### config.mk
export PLATFORM = sky130hd
export DESIGN_NAME = bufif_bus_arbiter
export DESIGN_NICKNAME = d
export VERILOG_FILES = /design/src/rtl/bufif_bus_arbiter.sv
export SDC_FILE = /design/constraint.sdc
export NUM_CORES = 1
export LEC_CHECK = 0
export CAP_MARGIN = 20
export CORE_MARGIN = 5
export CORE_UTILIZATION = 61
export DETAILED_ROUTE_END_ITERATION = 12
export DONT_BUFFER_PORTS = 1
export PLACE_DENSITY = 0.77
export SETUP_SLACK_MARGIN = 0.3
export SLEW_MARGIN = 20
export SYNTH_ARGS = -nofsm -noshare
export SYNTH_HDL_FRONTEND = slang
export SYNTH_SLANG_ARGS = --single-unit
### constraint.sdc
create_clock -name clk -period 2 [get_ports clk]
set_clock_uncertainty 0.15 [all_clocks]
set_input_delay 0.2 -clock clk [delete_from_list [all_inputs] [get_ports clk]]
set_output_delay 0.2 -clock clk [all_outputs]
set_load 0.01 [all_outputs]
### src/rtl/bufif_bus_arbiter.sv
// Purpose: round-robin owner selection for one shared tri-state net driven through per-requester bufif1 gates.
// Latency: request sampled in IDLE -> gnt after 1 edge, drv_en after 2 edges; release -> next gnt after TURN_CYCLES+1 edges.
// Backpressure: requests are level-held; non-owners wait until owner drops req or hits MAX_HOLD with others waiting.
module bufif_bus_arbiter #(
    parameter int N           = 4,
    parameter int IDW         = 2,
    parameter int MAX_HOLD    = 8,
    parameter int TURN_CYCLES = 1
) (
    input  logic           clk,
    input  logic           rst,
    input  logic [N-1:0]   req,
    output logic [N-1:0]   gnt,
    output logic [N-1:0]   drv_en,
    output logic [IDW-1:0] owner,
    output logic           busy
);

    localparam int HW = $clog2(MAX_HOLD + 1);

    typedef enum logic [1:0] {IDLE, SETUP, GRANT, TURN} state_t;

    state_t         state_q, state_d;
    logic [N-1:0]   gnt_q, gnt_d;
    logic [N-1:0]   drv_en_q, drv_en_d;
    logic [IDW-1:0] owner_q, owner_d;
    logic [IDW-1:0] ptr_q, ptr_d;
    logic [HW-1:0]  hold_cnt_q, hold_cnt_d;
    logic [3:0]     turn_cnt_q, turn_cnt_d;
    logic           busy_q, busy_d;

    logic [IDW-1:0] sel;
    logic           sel_vld;
    logic           others_waiting;
    logic           rel;

    // Index arithmetic modulo N, so the search and the pointer advance wrap N-1 -> 0.
    function automatic logic [IDW-1:0] wrap_add(input logic [IDW-1:0] a, input int b);
        int s;
        s = int'(a) + b;
        if (s >= N) s = s - N;
        return IDW'(s);
    endfunction

    // First requester at or after ptr, searching upward with wrap.
    always_comb begin
        sel     = '0;
        sel_vld = 1'b0;
        for (int i = 0; i < N; i++) begin
            if (!sel_vld && req[wrap_add(ptr_q, i)]) begin
                sel     = wrap_add(ptr_q, i);
                sel_vld = 1'b1;
            end
        end
    end

    // Next-state and next-output computation for the grant sequencer.
    always_comb begin
        state_d        = state_q;
        gnt_d          = gnt_q;
        drv_en_d       = drv_en_q;
        owner_d        = owner_q;
        ptr_d          = ptr_q;
        hold_cnt_d     = hold_cnt_q;
        turn_cnt_d     = turn_cnt_q;
        rel            = 1'b0;
        // gnt_q is onehot(owner) whenever a release can be evaluated
        others_waiting = |(req & ~gnt_q);

        case (state_q)
            IDLE: begin
                if (sel_vld) begin
                    gnt_d      = '0;
                    gnt_d[sel] = 1'b1;
                    owner_d    = sel;
                    state_d    = SETUP;
                end
            end
            SETUP: begin
                // The gate is only opened if the owner still wants the net.
                if (req[owner_q]) begin
                    drv_en_d   = gnt_q;
                    hold_cnt_d = HW'(1);
                    state_d    = GRANT;
                end else begin
                    rel = 1'b1;
                end
            end
            GRANT: begin
                if (!req[owner_q] || (hold_cnt_q == HW'(MAX_HOLD) && others_waiting)) begin
                    rel = 1'b1;
                end else if (hold_cnt_q != HW'(MAX_HOLD)) begin
                    hold_cnt_d = hold_cnt_q + HW'(1);
                end
            end
            TURN: begin
                if (turn_cnt_q == 4'(TURN_CYCLES - 1)) begin
                    state_d = IDLE;
                end else begin
                    turn_cnt_d = turn_cnt_q + 4'd1;
                end
            end
            default: state_d = IDLE;
        endcase

        // Release closes the gate at the same edge grant drops; the dead cycles follow.
        if (rel) begin
            gnt_d      = '0;
            drv_en_d   = '0;
            ptr_d      = wrap_add(owner_q, 1);
            turn_cnt_d = '0;
            state_d    = (TURN_CYCLES > 0) ? TURN : IDLE;
        end

        busy_d = (state_d != IDLE);
    end

    // State and registered outputs, synchronous reset.
    always_ff @(posedge clk) begin
        if (rst) begin
            state_q    <= IDLE;
            gnt_q      <= '0;
            drv_en_q   <= '0;
            owner_q    <= '0;
            ptr_q      <= '0;
            hold_cnt_q <= '0;
            turn_cnt_q <= '0;
            busy_q     <= 1'b0;
        end else begin
            state_q    <= state_d;
            gnt_q      <= gnt_d;
            drv_en_q   <= drv_en_d;
            owner_q    <= owner_d;
            ptr_q      <= ptr_d;
            hold_cnt_q <= hold_cnt_d;
            turn_cnt_q <= turn_cnt_d;
            busy_q     <= busy_d;
        end
    end

    assign gnt    = gnt_q;
    assign drv_en = drv_en_q;
    assign owner  = owner_q;
    assign busy   = busy_q;

    a_gnt_onehot: assert property (@(posedge clk) disable iff (rst) $onehot0(gnt_q));
    a_drv_in_gnt: assert property (@(posedge clk) disable iff (rst) (drv_en_q & ~gnt_q) == '0);
    a_drv_only_grant: assert property (@(posedge clk) disable iff (rst)
        (state_q != GRANT) |-> (drv_en_q == '0));
    a_no_overlap: assert property (@(posedge clk) disable iff (rst)
        ($past(drv_en_q) == '0) || (drv_en_q == '0) || (drv_en_q == $past(drv_en_q)));

endmodule
Yosys cells after proc, flatten, opt, wreduce, memory -nomap -nowiden
Index checks and enable logic that the tools add are counted.
{"block": "word_totals", "elab_cells": 99, "regBits": 23}
{"block": "op_classes", "n_bitwise": 3, "reduce_logical": 20, "eq_ne": 8, "order_cmp": 12, "n_addsub": 11, "muxes": 37}
{"op": "2-bit two-way mux", "count": 13}
{"op": "2-bit by 3-bit < comparator with 1-bit output, second input constant", "count": 6}
{"op": "3-bit greater-or-equal comparator, second input constant", "count": 4}
{"op": "1-bit two-way mux", "count": 12}
{"op": "4-bit two-way mux", "count": 3}
{"op": "1-bit binary-select mux with 2-bit select", "count": 5}
{"op": "2-bit by 1-bit subtractor with 2-bit output, second input constant", "count": 5}
{"op": "4-bit by 1-bit adder with 4-bit output, second input constant", "count": 2}
{"op": "4-bit case mux with 2 select lines", "count": 1}
{"op": "2-bit by 1-bit adder with 3-bit output, second input constant", "count": 2}
{"op": "2-bit by 2-bit adder with 3-bit output, second input constant", "count": 2}
{"op": "2-bit inequality test, second input constant", "count": 3}
{"op": "2-bit case mux with 3 select lines", "count": 1}
{"op": "2-bit AND reduction", "count": 3}
{"op": "1-bit logical AND", "count": 5}
{"op": "4-bit bitwise AND", "count": 1}
{"op": "2-bit == test, second input constant", "count": 2}
{"op": "4-bit == test, second input constant", "count": 1}
{"op": "1-bit zero test", "count": 4}
{"op": "4-bit zero test", "count": 1}
{"op": "4-bit inequality test, second input constant", "count": 1}
{"op": "4-bit NOT", "count": 1}
{"op": "4-bit AND reduction", "count": 1}
{"op": "2-bit nonzero test", "count": 2}
{"op": "other kinds (10)", "count": 10}

Depth between registers and ports, before layout
{"block": "depth", "word_depth": 18, "ltp_mapped": 8, "depth_no_buf": 7}

Least setup slack after synthesis
OpenSTA, ideal clock, no wires.
{"block": "synth_path", "path_type": "register to register", "start": "reg owner_q[0], in the netlist owner[0]", "end": "reg ptr_q[1]", "required_ps": 1716, "path_slack_ps": 115, "n_path_buf": 1, "period_less_slack_ps": 1885, "arrival_time_ps": 1601, "path_stages_with_launch": 6, "path_cell_list": "dfxtp_1 > mux4_2 > buf_2 > or2_0 > a21oi_1 > a211oi_1"}
{"block": "synth_via", "elab_chain_len": 6, "word_cells_on_any_way": 11}
{"item": "from (decl)", "line_no": "26", "rtl": "logic [IDW-1:0] owner_q, owner_d;"}
{"item": "from (signal assigned)", "line_no": "133", "rtl": "owner_q <= owner_d;"}
{"item": "parallel branches: the longest is 6 deep, another holds 2-bit by 1-bit adder with 3-bit output"}
{"item": "to (signal assigned)", "line_no": "134", "rtl": "ptr_q <= ptr_d;"}
{"item": "to (decl)", "line_no": "27", "rtl": "logic [IDW-1:0] ptr_q, ptr_d;"}
Several ways; the timed one is not identified. The select of a mux whose other input is x is not followed.
A chain may end at the register's enable or synchronous reset.

Final worst setup path
{"block": "layout_path", "start": "reg owner_q[0], in the netlist owner[0]", "end": "reg hold_cnt_q[0]"}
{"block": "layout_via", "elab_chain_len": 6, "word_cells_on_any_way": 7}
{"item": "1-bit binary-select mux with 2-bit select (*)", "line_no": "81, 90"}
{"item": "1-bit two-way mux (implied by the code) (*)", "line_no": "81, 90"}
{"item": "1-bit zero test", "line_no": "90", "rtl": "if (!req[owner_q] || (hold_cnt_q == HW'(MAX_HOLD) && others_waiting)) begin"}
{"item": "1-bit logical OR", "line_no": "90"}
{"item": "2-bit inequality test (no source line)"}
{"item": "4-bit AND reduction (no source line) (*)"}
{"item": "to (signal assigned)", "line_no": "135", "rtl": "hold_cnt_q <= hold_cnt_d;"}
{"item": "to (decl)", "line_no": "28", "rtl": "logic [HW-1:0] hold_cnt_q, hold_cnt_d;"}
Mark *: on every way between the ends. The rest lies on a longest branch, timed or not. The select of a mux whose other input is x is not followed.

==> impl_metrics.csv <==
group,metric,value,unit
outcome,outcome,"finished, violations left",
outcome,violations,"negative hold slack",
sta,fin_crit_sh,92.10,%
setup_path,crit_slowest_cell,"mux4_2",
setup_path,critical_path_class,"reg2reg",
sta,worst_slack,0.1579,ns
synth,async_flop_share,0,%
synth,yosys_warnings,0,
sta,slew_violations,0,
floorplan,die_w,56.21,um
floorplan,die_area,3160,sq um
placement,gp_congestion,0.9163,
sta,worstMarginPinSlew,0.5913,ns
finish,multi_input_area,910.9,sq um
clock_network,clk_pin_slew,0.14,ns
route,drt_wl_total,3766,um
route,antenna_left,0,
synth,ys_ff_latch,23,
synth,syn_area_per_cell,8.296,sq um
sta,max_clock_freq,0.5429,GHz
sta,rsz0062_at_grt,"true",
synth,ys_types,39,
global_route,grt-ovfl-total,0,
setup_path,cp.buffers_inverters,0,
power,p_leak,0.6080,nW
route,num_vias,1260,
synth,seq_area_frac_synth,35.35,%
route,dr.pass1.iters,5,
setup_path,cp_cell_sequence,"mux4_2 > and2_4 > nand2_1 > o21ai_1 > a221oi_1",
floorplan,core,2002,sq um
clock_network,clk_path_buf_depth,2,
finish,num_antenna_cells,0,
synth,yosysTopAreaCell,"dfxtp_1",
synth,synth_top_area_share,35.35,%
synth,yosys-top-cells-area,"dfxtp_1 (35%), ha_1 (7.7%), nand2_1 (4.9%)",
synth,synth_common_cells,"dfxtp_1 (23), nand2_1 (17), inv_1 (14)",
floorplan,die_h,56.21,um
placement,port_buffers,0,
synth,synth_flop_cell,"dfxtp_1",
global_route,antenna_found_initial,0,
setup_path,critPathMaxStageDelay,0.61,ns
synth,synthCells,157,
finish,fill_cells,126,
synth,synth_fp_nets,171,
power,vdd_drop_max,878.1,uV
sta,setup_tns,0,ns
floorplan,initial_core_util,65.06,%
route,vias_per_cell,6.269,
setup_path,path_max_fanout,7,
global_route,grt_pass1_wl,5823,um
setup_path,critPathRequiredTime,2.08,ns
clock_network,numCtsBuffers,3,
sta,slew_headroom,60.21,%
flow_run,drv_cap,0,
global_route,grt_pass1_vias,1180,
setup_path,crit_path_end_kind,"register",
placement,dp_slack,0.1794,ns
route,drc_errors,0,
finish,seq_area,474.2,sq um
placement,dp_hpwl,2187,um
synth,synth_enable_flop_cells,0,
finish,post_route_cells_drive_above_1_share,37.36,%
clock_network,cts_tree,"built",
setup_path,arrival,1.93,ns
worst_hold_path,hp-class,"in2reg",
route,wl_per_cell,18.74,um
sta,period_needed,1.842,ns
global_route,track_usage,22.79,%
floorplan,rows,16,
sta,hold_violations,23,
sta,setup_viol,0,
clock_network,clk_latency,0.32,ns
sta,holdWs,-0.2274,ns
floorplan,ios,17,
synth,synth_most_common_cell,"dfxtp_1",
clock_network,h-tree-depth,1,
clock_network,clkSinkCount,23,
route,drtIter0Drc,59,
global_route,grt_max_degree,15,
setup_path,start_kind,"register",
clock_network,cts_root_buf,"clkbuf_4",
power,power.density,1051,nW/um^2
synth,syn_area,1302,sq um
finish,syn_to_final_growth,27.76,%
finish,nets,189,
setup_path,crit_family,"multiplexers",
## kinds of logic after synthesis
logic type      count (synthesis)  share of synthesized area (%)
compound gates                 39                          20.37
fa+ha+maj                       8                          7.685
xor+xnor                        4                          2.690
mux                             7                          6.340
buf+inv                        21                          6.724
flops                          23                          35.35
simple gates                   55                          20.85
## final timing paths
check                 from       endpoint  slack, ns  cells after the start
max               owner[0]  hold_cnt_q[0]       0.16                      5
min                    rst       ptr_q[0]      -0.23                      1
max reg2reg       owner[0]  hold_cnt_q[0]       0.16                      5
min reg2reg  hold_cnt_q[0]  hold_cnt_q[0]       0.37                      2
## worst reg2reg max path: stages, from the launching register on
cell,delay (ns)
dfxtp_4,0.38
mux4_2,0.61
and2_4,0.19
nand2_1,0.07
o21ai_1,0.10
a221oi_1,0.25
## per-layer routing
layer	GRT usage [%]	wire length, um
met2	37.90	1920
met5	0	0
met4	4.407	53
met3	5.568	261
met1	29.94	1530
## layout make-up
type	instances	area share (%)
repair buffers	19	9.474
well taps	27	2.030
clock inverters	1	0.4511
flip-flops and latches	23	28.50
clock buffers	3	1.353
multi-input cells	114	54.74
inverters	14	3.459
## where the power goes
part | switching (W) | internal [W] | total (W)
sequential | 0.0000675 | 0.000540 | 0.000608
combinational | 0.000493 | 0.000418 | 0.000910
clock | 0.000155 | 0.0000765 | 0.000231
## what timing repair did
item | CTS | global route
gates resized for setup | 25 | 16
endpoints found under the setup margin | 18 | 22
buffers inserted | 8 | 2
gates cloned | 1 | 0
pin swaps | 16 | 5
endpoints found under the hold margin | 23 | 23
## metrics by stage
step                hold WS, ns  utilization [%]  power [W]  cells  area [sq um]
finish                  -0.2274            83.13   0.001749    201          1664
global placement         0.1149            69.75   0.001180    186          1396
detailed placement       0.1181            69.75   0.001193    186          1396
global route            -0.2614            83.13   0.001850    201          1664
floorplan                0.1287                -   0.001077    157          1348
CTS                     -0.2335            78.94   0.001611    199          1580
## flip-flops by register name, summed over array words and instances (netlist names)
register,cells
owner,2
hold_cnt_q,4
busy,1
state_q,2
drv_en,4
gnt,4
turn_cnt_q,4
ptr_q,2
## cell usage in the layout, fill, tap and decap left out, types with 3 or more instances in the layout
cell and instances:
a211oi_2 3, a21oi_1 7, a21oi_2 9, buf_4 15, buf_6 4, clkbuf_4 3
dfxtp_1 18, dfxtp_4 3, ha_1 5, ha_4 3, inv_1 12, mux2i_1 6
nand2_1 16, nand3_1 9, nand3b_1 4, nor2_1 7, nor2_2 3, o21ai_0 3
o22ai_1 3
No activity file was read; power rests on OpenSTA's default activity.
